<file path="src/rtl/d5m_frame_writer_if.sv">
// Avalon-MM write-master bus between the frame writer and the SDRAM slave.
interface d5m_frame_writer_if #(
   parameter int unsigned ADDR_W = 32
) ();
   logic [ADDR_W-1:0] avm_address;
   logic              avm_write;
   logic [31:0]       avm_writedata;
   logic [3:0]        avm_byteenable;
   logic              avm_waitrequest;

   modport master (
      output avm_address, avm_write, avm_writedata, avm_byteenable,
      input  avm_waitrequest
   );

   modport slave (
      input  avm_address, avm_write, avm_writedata, avm_byteenable,
      output avm_waitrequest
   );
endinterface

</file>
<file path="src/rtl/d5m_frame_writer.sv">
// Packs the D5M 8-bit pixel stream into 32-bit words and writes each frame to a
// ping-pong SDRAM buffer through an Avalon-MM write master.
module d5m_frame_writer #(
   parameter int unsigned COLS       = 800,
   parameter int unsigned LINES      = 480,
   parameter int unsigned FIFO_DEPTH = 16,
   parameter int unsigned ADDR_W     = 32
) (
   input  logic              clk,
   input  logic              rst_n,
   input  logic              enable,
   input  logic              clear_status,
   input  logic [ADDR_W-1:0] base_addr0,
   input  logic [ADDR_W-1:0] base_addr1,
   input  logic [7:0]        data_in,
   input  logic              data_valid,
   input  logic              startofpacket,
   input  logic              endofpacket,
   d5m_frame_writer_if.master avm,
   output logic              frame_done,
   output logic              cur_buf,
   output logic              overflow,
   output logic              frame_error
);
   localparam int unsigned N     = COLS * LINES;
   localparam int unsigned CNT_W = ($clog2(N + 1) < 2) ? 2 : $clog2(N + 1);
   localparam int unsigned PTR_W = (FIFO_DEPTH > 1) ? $clog2(FIFO_DEPTH) : 1;
   localparam int unsigned OCC_W = $clog2(FIFO_DEPTH + 1);

   typedef enum logic [1:0] {S_IDLE, S_CAPTURE, S_FLUSH, S_DONE} state_t;

   typedef struct packed {
      logic [ADDR_W-1:0] off;
      logic [3:0]        be;
      logic [31:0]       data;
   } entry_t;

   state_t            state;
   logic [CNT_W-1:0]  pix_cnt;
   logic [CNT_W-1:0]  word_idx;
   logic [31:0]       pack_data;
   logic [3:0]        pack_be;
   logic              push_vld;
   entry_t            push_ent;
   logic [ADDR_W-1:0] wbase;
   logic              frm_err;
   logic              frm_ovf;

   // The avm output registers act as the FIFO head slot; mem holds the rest.
   entry_t            mem [FIFO_DEPTH];
   logic [PTR_W-1:0]  wr_ptr;
   logic [PTR_W-1:0]  rd_ptr;
   logic [OCC_W-1:0]  mem_cnt;

   logic              start_c, acc_c, restart_c, last_c, len_bad_c, word_full_c, err_set_c;
   logic [CNT_W-1:0]  idx_c, wrd_c, cnt_new_c;
   logic [1:0]        lane_c;
   logic [31:0]       data_new_c;
   logic [3:0]        be_new_c;
   logic [OCC_W-1:0]  occ_c;
   logic              pop_c, slot_free_c, keep_c, drop_c, load_mem_c, load_push_c, mem_we_c;

   // Beat decode: where the incoming pixel lands and whether it closes a word or the frame.
   always_comb begin
      start_c     = (state == S_IDLE) && data_valid && startofpacket && enable;
      acc_c       = start_c || ((state == S_CAPTURE) && data_valid);
      restart_c   = start_c || ((state == S_CAPTURE) && data_valid && startofpacket);
      idx_c       = restart_c ? '0 : pix_cnt;
      wrd_c       = restart_c ? '0 : word_idx;
      lane_c      = idx_c[1:0];
      cnt_new_c   = idx_c + CNT_W'(1);
      data_new_c  = (lane_c == 2'd0) ? 32'd0 : pack_data;
      be_new_c    = (lane_c == 2'd0) ? 4'd0 : pack_be;
      data_new_c[{lane_c, 3'b000} +: 8] = data_in;
      be_new_c[lane_c] = 1'b1;
      last_c      = acc_c && (endofpacket || (cnt_new_c == CNT_W'(N)));
      len_bad_c   = endofpacket != (cnt_new_c == CNT_W'(N));
      word_full_c = acc_c && ((lane_c == 2'd3) || last_c);
      err_set_c   = ((state == S_CAPTURE) && data_valid && startofpacket) || (last_c && len_bad_c);
   end

   // FIFO control: head slot refills from memory first, else straight from the push stage.
   always_comb begin
      occ_c       = mem_cnt + OCC_W'(avm.avm_write);
      pop_c       = avm.avm_write && !avm.avm_waitrequest;
      slot_free_c = !avm.avm_write || pop_c;
      keep_c      = push_vld && (occ_c != OCC_W'(FIFO_DEPTH));
      drop_c      = push_vld && (occ_c == OCC_W'(FIFO_DEPTH));
      load_mem_c  = slot_free_c && (mem_cnt != '0);
      load_push_c = slot_free_c && (mem_cnt == '0) && keep_c;
      mem_we_c    = keep_c && !load_push_c;
   end

   // Frame FSM, packer, push stage and status flags.
   always_ff @(posedge clk or negedge rst_n) begin
      if (!rst_n) begin
         state       <= S_IDLE;
         pix_cnt     <= '0;
         word_idx    <= '0;
         pack_data   <= '0;
         pack_be     <= '0;
         push_vld    <= 1'b0;
         push_ent    <= '0;
         wbase       <= '0;
         frm_err     <= 1'b0;
         frm_ovf     <= 1'b0;
         frame_done  <= 1'b0;
         cur_buf     <= 1'b0;
         overflow    <= 1'b0;
         frame_error <= 1'b0;
      end else begin
         frame_done <= 1'b0;
         push_vld   <= 1'b0;
         if (acc_c) begin
            pix_cnt <= cnt_new_c;
            if (word_full_c) begin
               push_vld      <= 1'b1;
               push_ent.off  <= ADDR_W'({wrd_c, 2'b00});
               push_ent.be   <= be_new_c;
               push_ent.data <= data_new_c;
               word_idx      <= wrd_c + CNT_W'(1);
               pack_data     <= '0;
               pack_be       <= '0;
            end else begin
               word_idx  <= wrd_c;
               pack_data <= data_new_c;
               pack_be   <= be_new_c;
            end
         end
         if (err_set_c) frame_error <= 1'b1;
         else if (clear_status) frame_error <= 1'b0;
         if (drop_c) overflow <= 1'b1;
         else if (clear_status) overflow <= 1'b0;
         if (start_c) begin
            frm_err <= err_set_c;
            frm_ovf <= 1'b0;
         end else begin
            frm_err <= frm_err | err_set_c;
            frm_ovf <= frm_ovf | drop_c;
         end
         case (state)
            S_IDLE: begin
               if (start_c) begin
                  state <= last_c ? S_FLUSH : S_CAPTURE;
                  wbase <= cur_buf ? base_addr0 : base_addr1;
               end
            end
            S_CAPTURE: begin
               if (last_c) state <= S_FLUSH;
            end
            S_FLUSH: begin
               if (!push_vld && !avm.avm_write && (mem_cnt == '0)) begin
                  state      <= S_DONE;
                  frame_done <= 1'b1;
                  if (!frm_err && !frm_ovf) cur_buf <= ~cur_buf;
               end
            end
            default: state <= S_IDLE;
         endcase
      end
   end

   // Head slot (the registered Avalon outputs) and FIFO pointers.
   always_ff @(posedge clk or negedge rst_n) begin
      if (!rst_n) begin
         avm.avm_write      <= 1'b0;
         avm.avm_address    <= '0;
         avm.avm_writedata  <= '0;
         avm.avm_byteenable <= '0;
         wr_ptr             <= '0;
         rd_ptr             <= '0;
         mem_cnt            <= '0;
      end else begin
         if (load_mem_c) begin
            avm.avm_write      <= 1'b1;
            avm.avm_address    <= wbase + mem[rd_ptr].off;
            avm.avm_writedata  <= mem[rd_ptr].data;
            avm.avm_byteenable <= mem[rd_ptr].be;
            rd_ptr             <= rd_ptr + PTR_W'(1);
         end else if (load_push_c) begin
            avm.avm_write      <= 1'b1;
            avm.avm_address    <= wbase + push_ent.off;
            avm.avm_writedata  <= push_ent.data;
            avm.avm_byteenable <= push_ent.be;
         end else if (pop_c) begin
            avm.avm_write <= 1'b0;
         end
         if (mem_we_c) wr_ptr <= wr_ptr + PTR_W'(1);
         mem_cnt <= mem_cnt + OCC_W'(mem_we_c) - OCC_W'(load_mem_c);
      end
   end

   // Word storage behind the head slot.
   always_ff @(posedge clk) begin
      if (mem_we_c) mem[wr_ptr] <= push_ent;
   end
endmodule

</file>
<file path="src/flat_wrapper.sv">
// flat-port wrapper written by rule: the top's interface ports become plain ports
module d5m_frame_writer_flat 
#(
   parameter int unsigned COLS       = 800,
   parameter int unsigned LINES      = 480,
   parameter int unsigned FIFO_DEPTH = 16,
   parameter int unsigned ADDR_W     = 32
)
  (clk, rst_n, enable, clear_status, base_addr0, base_addr1, data_in, data_valid, startofpacket, endofpacket, frame_done, cur_buf, overflow, frame_error, avm_avm_address, avm_avm_write, avm_avm_writedata, avm_avm_byteenable, avm_avm_waitrequest);
  d5m_frame_writer_if #(.ADDR_W(ADDR_W)) avm_i ();
  input  logic clk;
  input  logic rst_n;
  input  logic enable;
  input  logic clear_status;
  input  logic [ADDR_W-1:0] base_addr0;
  input  logic [ADDR_W-1:0] base_addr1;
  input  logic [7:0] data_in;
  input  logic data_valid;
  input  logic startofpacket;
  input  logic endofpacket;
  output logic frame_done;
  output logic cur_buf;
  output logic overflow;
  output logic frame_error;
  output wire logic [$bits(avm_i.avm_address)-1:0] avm_avm_address;
  output wire logic [$bits(avm_i.avm_write)-1:0] avm_avm_write;
  output wire logic [$bits(avm_i.avm_writedata)-1:0] avm_avm_writedata;
  output wire logic [$bits(avm_i.avm_byteenable)-1:0] avm_avm_byteenable;
  input wire logic [$bits(avm_i.avm_waitrequest)-1:0] avm_avm_waitrequest;
  assign avm_avm_address = avm_i.avm_address;
  assign avm_avm_write = avm_i.avm_write;
  assign avm_avm_writedata = avm_i.avm_writedata;
  assign avm_avm_byteenable = avm_i.avm_byteenable;
  assign avm_i.avm_waitrequest = avm_avm_waitrequest;
  d5m_frame_writer #(.COLS(COLS), .LINES(LINES), .FIFO_DEPTH(FIFO_DEPTH), .ADDR_W(ADDR_W)) u_core (.clk(clk), .rst_n(rst_n), .enable(enable), .clear_status(clear_status), .base_addr0(base_addr0), .base_addr1(base_addr1), .data_in(data_in), .data_valid(data_valid), .startofpacket(startofpacket), .endofpacket(endofpacket), .avm(avm_i), .frame_done(frame_done), .cur_buf(cur_buf), .overflow(overflow), .frame_error(frame_error));
endmodule
</file>
<file path="config.mk">
export PLATFORM = sky130hd
export DESIGN_NAME = d5m_frame_writer_flat
export DESIGN_NICKNAME = d
export VERILOG_FILES = /design/src/rtl/d5m_frame_writer_if.sv /design/src/rtl/d5m_frame_writer.sv /design/src/flat_wrapper.sv
export SDC_FILE = /design/constraint.sdc
export NUM_CORES = 1
export LEC_CHECK = 0
export BUFFER_PORTS_ARGS = -buffer_cell sky130_fd_sc_hd__buf_4
export CORE_UTILIZATION = 33
export CTS_BUF_LIST = sky130_fd_sc_hd__clkbuf_4 sky130_fd_sc_hd__clkbuf_8
export CTS_CLUSTER_DIAMETER = 60
export DETAILED_ROUTE_END_ITERATION = 6
export SYNTH_ARGS = -nofsm -noshare
export SYNTH_HDL_FRONTEND = slang
export SYNTH_SLANG_ARGS = --single-unit
</file>
<file path="constraint.sdc">
create_clock -name clk -period 12.6 [get_ports clk]
set_input_delay 0.63 -clock clk [delete_from_list [all_inputs] [get_ports clk]]
set_output_delay 0.63 -clock clk [all_outputs]
set_load 0.02 [all_outputs]
</file>
== Word level (Yosys, flattened, before mapping) ==
Memory sizes are Yosys's and may differ from the RTL's.
Index checks and enable logic that the tools add are counted.
Widths: inputs -> output; s select.

* Memory bits (writable): 880
* Register bits after elaboration: 252
* Memories kept: 1
* Word-level logic and storage cells: 131
* Output and inout port bits: 73

{| class="wikitable"
|+ Memories
! name !! depth !! width !! read ports !! clocked after memory_dff !! write ports !! RTL line !! source
|-
| u_core.mem || 16 || 55 || 1 || 0 || 1 || d5m_frame_writer.sv:50 || <nowiki>entry_t mem [FIFO_DEPTH];</nowiki>
|}

* Shifts and indexed selects: 2
* Reduce and logical (&&, ||, !) cells: 43
* Mux-type cells: 36
* Equality and inequality tests: 10
* Magnitude comparators: 2
* $add $sub $neg: 10
* Bitwise operators: 4

{| class="wikitable"
|+ Operator list
! cell !! number
|-
| $mux 32 || 7
|-
| $mux 19 || 3
|-
| $add 19x1->19 const B || 2
|-
| $add 32x21->32 || 1
|-
| $add 32x32->32 || 1
|-
| $bwmux 32 || 1
|-
| $shift 8x7->32 const A || 1
|-
| $shiftx 8x7->32 || 1
|-
| $eq 19x19->1 const B || 1
|-
| $logic_and 1x1->1 || 19
|-
| $mux 4 || 4
|-
| $mux 1 || 15
|-
| $add 5x1->5 || 2
|-
| $add 4x1->4 const B || 2
|-
| $mux 2 || 4
|-
| $neg 5->7 || 1
|-
| $logic_not 1->1 || 6
|-
| $logic_or 1x1->1 || 6
|-
| $ne 2x1->1 const B || 3
|-
| $pmux 2 s3 || 1
|-
| $reduce_and 3->1 || 2
|-
| $reduce_bool 2->1 || 3
|-
| $eq 5x5->1 const B || 1
|-
| $logic_not 5->1 || 1
|-
| 15 further kinds || 19
|}

== Depth between registers and ports, before layout ==
* Word-level depth: 14
* Gate-level depth with buffers: 27
* Mapped depth without buffers: 22

== Least setup slack after synthesis ==
No wires, ideal clock.

* Path kind: flip-flop to flip-flop
* Start: register u_core.avm.avm_write
* End: memory u_core.mem[3][0] (netlist bit), enable pin
* Stages on the path, launching flop included: 10
* Data required time: 12.065 ns
* Setup time: 0.535 ns
* Slack: 6.240 ns
* Clock period less this slack: 6.360 ns
* Arrival time: 5.824 ns
* Buffers on the path: 0
* Cells stage by stage: dfrtp_1 -> ha_1 -> ha_1 -> and3b_1 -> o21ai_0 -> o21ai_0 -> a31o_2 -> a21oi_2 -> nand2_1 -> nor3_1

* Longest elaborated chain between the ends: 8
* Elaborated cells on any way between the ends: 12
* Those cells by class: add/sub (1); eq/ne (1); mux (2); reduce/logical (8)

{| class="wikitable"
|+ RTL lines
! element !! RTL line !! source
|-
| start, declared || d5m_frame_writer_if.sv:12 || <nowiki>output avm_address, avm_write, avm_writedata, avm_byteenable,</nowiki>
|-
| start signal, assigned || d5m_frame_writer.sv:166 || <nowiki>avm.avm_write <= 1'b0;</nowiki>
|-
| start signal, assigned || d5m_frame_writer.sv:175 || <nowiki>avm.avm_write <= 1'b1;</nowiki>
|-
| start signal, assigned || d5m_frame_writer.sv:181 || <nowiki>avm.avm_write <= 1'b1;</nowiki>
|-
| $add 5x1->5, or another cell as far along || d5m_frame_writer.sv:84 || <nowiki>occ_c = mem_cnt + OCC_W'(avm.avm_write);</nowiki>
|-
| $ne 5x5->1 or $logic_or 1x1->1 (tied branches) || d5m_frame_writer.sv:87, d5m_frame_writer.sv:86 ||
|-
| $logic_and 1x1->1, on equally long branches || d5m_frame_writer.sv:87, d5m_frame_writer.sv:90 ||
|-
| $logic_and 1x1->1 || d5m_frame_writer.sv:90 || <nowiki>load_push_c = slot_free_c && (mem_cnt == '0) && keep_c;</nowiki>
|-
| $logic_not 1->1 || d5m_frame_writer.sv:91 || <nowiki>mem_we_c = keep_c && !load_push_c;</nowiki>
|-
| $logic_and 1x1->1 (*) || d5m_frame_writer.sv:91 ||
|-
| named net u_core.mem_we_c || d5m_frame_writer.sv:61 || <nowiki>logic pop_c, slot_free_c, keep_c, drop_c, load_mem_c, load_push_c, mem_we_c;</nowiki>
|-
| $mux 1 (*) || d5m_frame_writer.sv:195 || <nowiki>if (mem_we_c) mem[wr_ptr] <= push_ent;</nowiki>
|-
| $mux 1 (implied by the code) (*) || d5m_frame_writer.sv:195 ||
|-
| end, declared || d5m_frame_writer.sv:50 ||
|}

Mark *: on every way through the listed nets, which the timed path passes. The rest lies on a longest branch.

== Worst setup path after layout ==
* Start: register u_core.state[1]
* End: register u_core.word_idx[5]

* Longest elaborated chain between the ends: 13
* Elaborated cells on any way between the ends: 20
* Those cells by class: add/sub (2); eq/ne (3); mux (3); reduce/logical (12)

{| class="wikitable"
|+ RTL lines
! element !! RTL line !! source
|-
| start, declared || d5m_frame_writer.sv:38 || <nowiki>state_t state;</nowiki>
|-
| start signal, assigned || d5m_frame_writer.sv:144 || <nowiki>state <= last_c ? S_FLUSH : S_CAPTURE;</nowiki>
|-
| $logic_not 2->1 || d5m_frame_writer.sv:65 || <nowiki>start_c = (state == S_IDLE) && data_valid && startofpacket && enable;</nowiki>
|-
| $logic_and 1x1->1 (3 in series) || d5m_frame_writer.sv:65 ||
|-
| $logic_or 1x1->1 (*) || d5m_frame_writer.sv:67 || <nowiki>restart_c = start_c || ((state == S_CAPTURE) && data_valid && startofpacket);</nowiki>
|-
| $mux 19 (*) || d5m_frame_writer.sv:68 || <nowiki>idx_c = restart_c ? '0 : pix_cnt;</nowiki>
|-
| $add 19x1->19 (*) || d5m_frame_writer.sv:71 || <nowiki>cnt_new_c = idx_c + CNT_W'(1);</nowiki>
|-
| named net u_core.cnt_new_c[0] || d5m_frame_writer.sv:56 || <nowiki>logic [CNT_W-1:0] idx_c, wrd_c, cnt_new_c;</nowiki>
|-
| $eq 19x19->1 (*) || d5m_frame_writer.sv:76 || <nowiki>last_c = acc_c && (endofpacket || (cnt_new_c == CNT_W'(N)));</nowiki>
|-
| $logic_or 1x1->1 (*) || d5m_frame_writer.sv:76 ||
|-
| $logic_and 1x1->1 (*) || d5m_frame_writer.sv:76 ||
|-
| $logic_or 1x1->1 (*) || d5m_frame_writer.sv:78 || <nowiki>word_full_c = acc_c && ((lane_c == 2'd3) || last_c);</nowiki>
|-
| $logic_and 1x1->1 (*) || d5m_frame_writer.sv:78 ||
|-
| $mux 19 (*) || d5m_frame_writer.sv:116 || <nowiki>if (word_full_c) begin</nowiki>
|-
| end signal, assigned || d5m_frame_writer.sv:121 || <nowiki>word_idx <= wrd_c + CNT_W'(1);</nowiki>
|-
| end signal, assigned || d5m_frame_writer.sv:125 || <nowiki>word_idx <= wrd_c;</nowiki>
|-
| end, declared || d5m_frame_writer.sv:40 || <nowiki>logic [CNT_W-1:0] word_idx;</nowiki>
|}

Marked as above.
A chain may end at the register's enable or synchronous reset.

==> metrics.txt <==
Leak 18.7 nW; worst slew pin tran 1090 ps; clk sinks 1132; Synth Net Count 2777; slew margin rel. 27.2%; Overflow after GRT 0; reg2reg path depth 21; area delta synth->final 15.4%; min-delay src base_addr0[22]; period utilization 48.1%; Worst Path Required 13400 ps; initial core utilization 33.3%; worst-case clock buffer depth 3; Post-synth top cells edfxtp_1, nand2_1, mux4_2, dfrtp_1, nor2_1; count leader, synth edfxtp_1; Synth Cell Area 45900 µm²; num rows 136; number of synthesized flops with an enable pin 880; post-synth top area share 57.6%; GR Util All Layers 16.2%; die area 141000 µm²; CP endpoint kind flop; placed cells 4489; RSZ-0062 raised after global routing no; Yosys reg bits 1132; Via density 5.15; Final setup viols 0; final std cells w/o fill 4844; Worst Clk Skew 49.0 ps; CP Class reg -> reg; drt first pass iters 7; run status finished clean; average cell area after synthesis 17.3 µm²; worst r2r src u_core.state[1]; Fin. Hold Viols 0; largest net degree at the start of global routing 156; core area 138000 µm²; starting DRC count in detailed routing 2101; hpwl dp 62600 µm; Nets 3022; die width 375 µm; post_cts resized 0; met2 wire len 56000 µm; ratio of cells with drive above 1 in the final layout 26.7%; critical path arrival 6860 ps; top layer in use met5; CTS tree yes; Worst setup startpoint u_core.state[1]; Hold Buf Count CTS 19; routed length on met3 7450 µm; Startpoint Class flop; post-synthesis cell count 2649; Clk pin slew, worst setup/hold paths 60 ps; Hold WC Path Type in -> reg; ANT nets after route 0; DRT Wirelength 114000 µm; # Max-Cap Violations 0; sequential share of the synthesized area 71.3%; vias in the first global route 25500; Cell variety after synth 71; synthesis warning total 0; Num CTS Buffers 178; IO Count 153; PwrDens 218 nW/µm²; # H-tree levels 4; fin crit period 6060 ps; number of remaining DRC errors 0; Synth Flop Type edfxtp_1; WHS 82.5 ps; top cells by area, synth edfxtp_1, dfrtp_1, mux4_2; worst IR drop on VDD 0.192 mV; initial antenna violation count 6; setup bufs post-CTS 0; critical path peak fanout 32; Via Count 24900; fmax 165 MHz; Met1 Wirelength 48000 µm; area leader, netlist edfxtp_1; I/O Buffers 152; async set or reset register ratio after synthesis 22.3%; Setup TNS Final 0 ps; Die Y 375 µm; first-pass GRT wire length 169000 µm; hold path cells 3; clk root buf clkbuf_8; RePlAce Congestion 0.827; wire per inst 23.5 µm; max-slew violations 0; Clock Latency Late Sink 870 ps
-- cell type report --
cell class	count	area (µm²)
Antenna cell	2	5.00
Clock buffer	262	3180
Clock inverter	72	450
Fill cell	12500	84700
Inverter	38	144
Multi-Input combinational cell	1333	12500
Sequential cell	1132	32700
Tap cell	1794	2240
Timing Repair Buffer	211	1680
-- worst paths after layout --
check / to / slack, ps
max in group asynchronous: u_core.rd_ptr[3] / 10700
min in group asynchronous: u_core.wbase[22] / 450
min reg2reg: u_core.avm.avm_address[1] / 470
max reg2reg: u_core.word_idx[5] / 6540
max: u_core.word_idx[5] / 6540
min: u_core.wbase[22] / 80
-- placed cells by master (no fill, tap or decap), drive strengths merged, types with 6 or more instances in the layout --
cell | netlist | layout
mux4 | 275 | 275
xor2 | 30 | 30
a221oi | 33 | 33
or3 | 6 | 6
buf | 68 | 192
inv | 37 | 47
nand3 | 37 | 37
o211ai | 10 | 10
nor3 | 19 | 19
a22o | 33 | 33
nor2b | 8 | 8
a31oi | 44 | 44
nand4 | 16 | 16
nor2 | 163 | 163
xnor2 | 26 | 26
dlygate4sd3 | 0 | 19
clkinv | 1 | 58
nand2 | 314 | 314
clkbuf | 78 | 262
a21oi | 37 | 37
and3 | 10 | 10
and2 | 6 | 6
o31ai | 10 | 10
a21o | 11 | 11
o21ai | 102 | 102
dfrtp | 252 | 252
ha | 46 | 46
mux2i | 34 | 34
edfxtp | 880 | 880
-- metal layers --
metal  global-route usage (%)  vias up
met5                        0        -
met4                     4.67        6
met3                     3.49      165
met2                     26.5      837
met1                     21.7    13000
li1                         -    10900
-- registers in the layout, summed over array words and instances (netlist names), 5 cells and up --
register and count:
u_core.wbase 32, u_core.mem_cnt 5, u_core.push_ent 55, u_core.avm.avm_writedata 32, u_core.word_idx 19, u_core.mem 880
u_core.pix_cnt 19, u_core.avm.avm_address 32, u_core.pack_data 32
-- worst max-delay path: stages, from the launching register on --
cell	delay, ps
dfrtp_1	390
inv_1	100
ha_1	260
a21o_1	240
nand2_2	530
nand2_2	260
inv_1	200
ha_1	360
inv_1	200
a2111oi_4	500
nand2_2	140
nor3_2	190
o2111ai_1	120
or3_1	390
ha_1	240
nand2_1	230
nand2_2	100
inv_2	400
buf_4	390
nand4_1	210
or3_1	340
a21oi_1	140
-- report_power, final --
group / switching [W] / internal, W
combinational: 0.00165 / 0.00142
sequential: 0.000658 / 0.00468
clock: 0.00146 / 0.00168
-- stage by stage --
stage	utilization [%]	area (µm²)	setup slack, ps	power (W)
2_1_floorplan	-	45900	6240	0.00739
4_1_cts	38.5	53000	6580	0.0117
3_3_place_gp	35.7	49200	6710	0.00850
5_1_grt	38.5	53000	5990	0.0121
3_5_place_dp	35.7	49200	6580	0.00855
6_report	38.5	53000	6540	0.0116
-- cells by family after synthesis --
logic type,Yosys count,share of synthesized area [%]
AOI/OAI and AO/OA,312,4.59
xor gates and xnor gates,56,1.07
adders and majority gates,48,1.34
buffers and inverters,184,1.68
DFF,1132,71.3
muxes,313,14.4
and+or+nand+nor,604,5.65
Power figures use the tool's default switching activity.
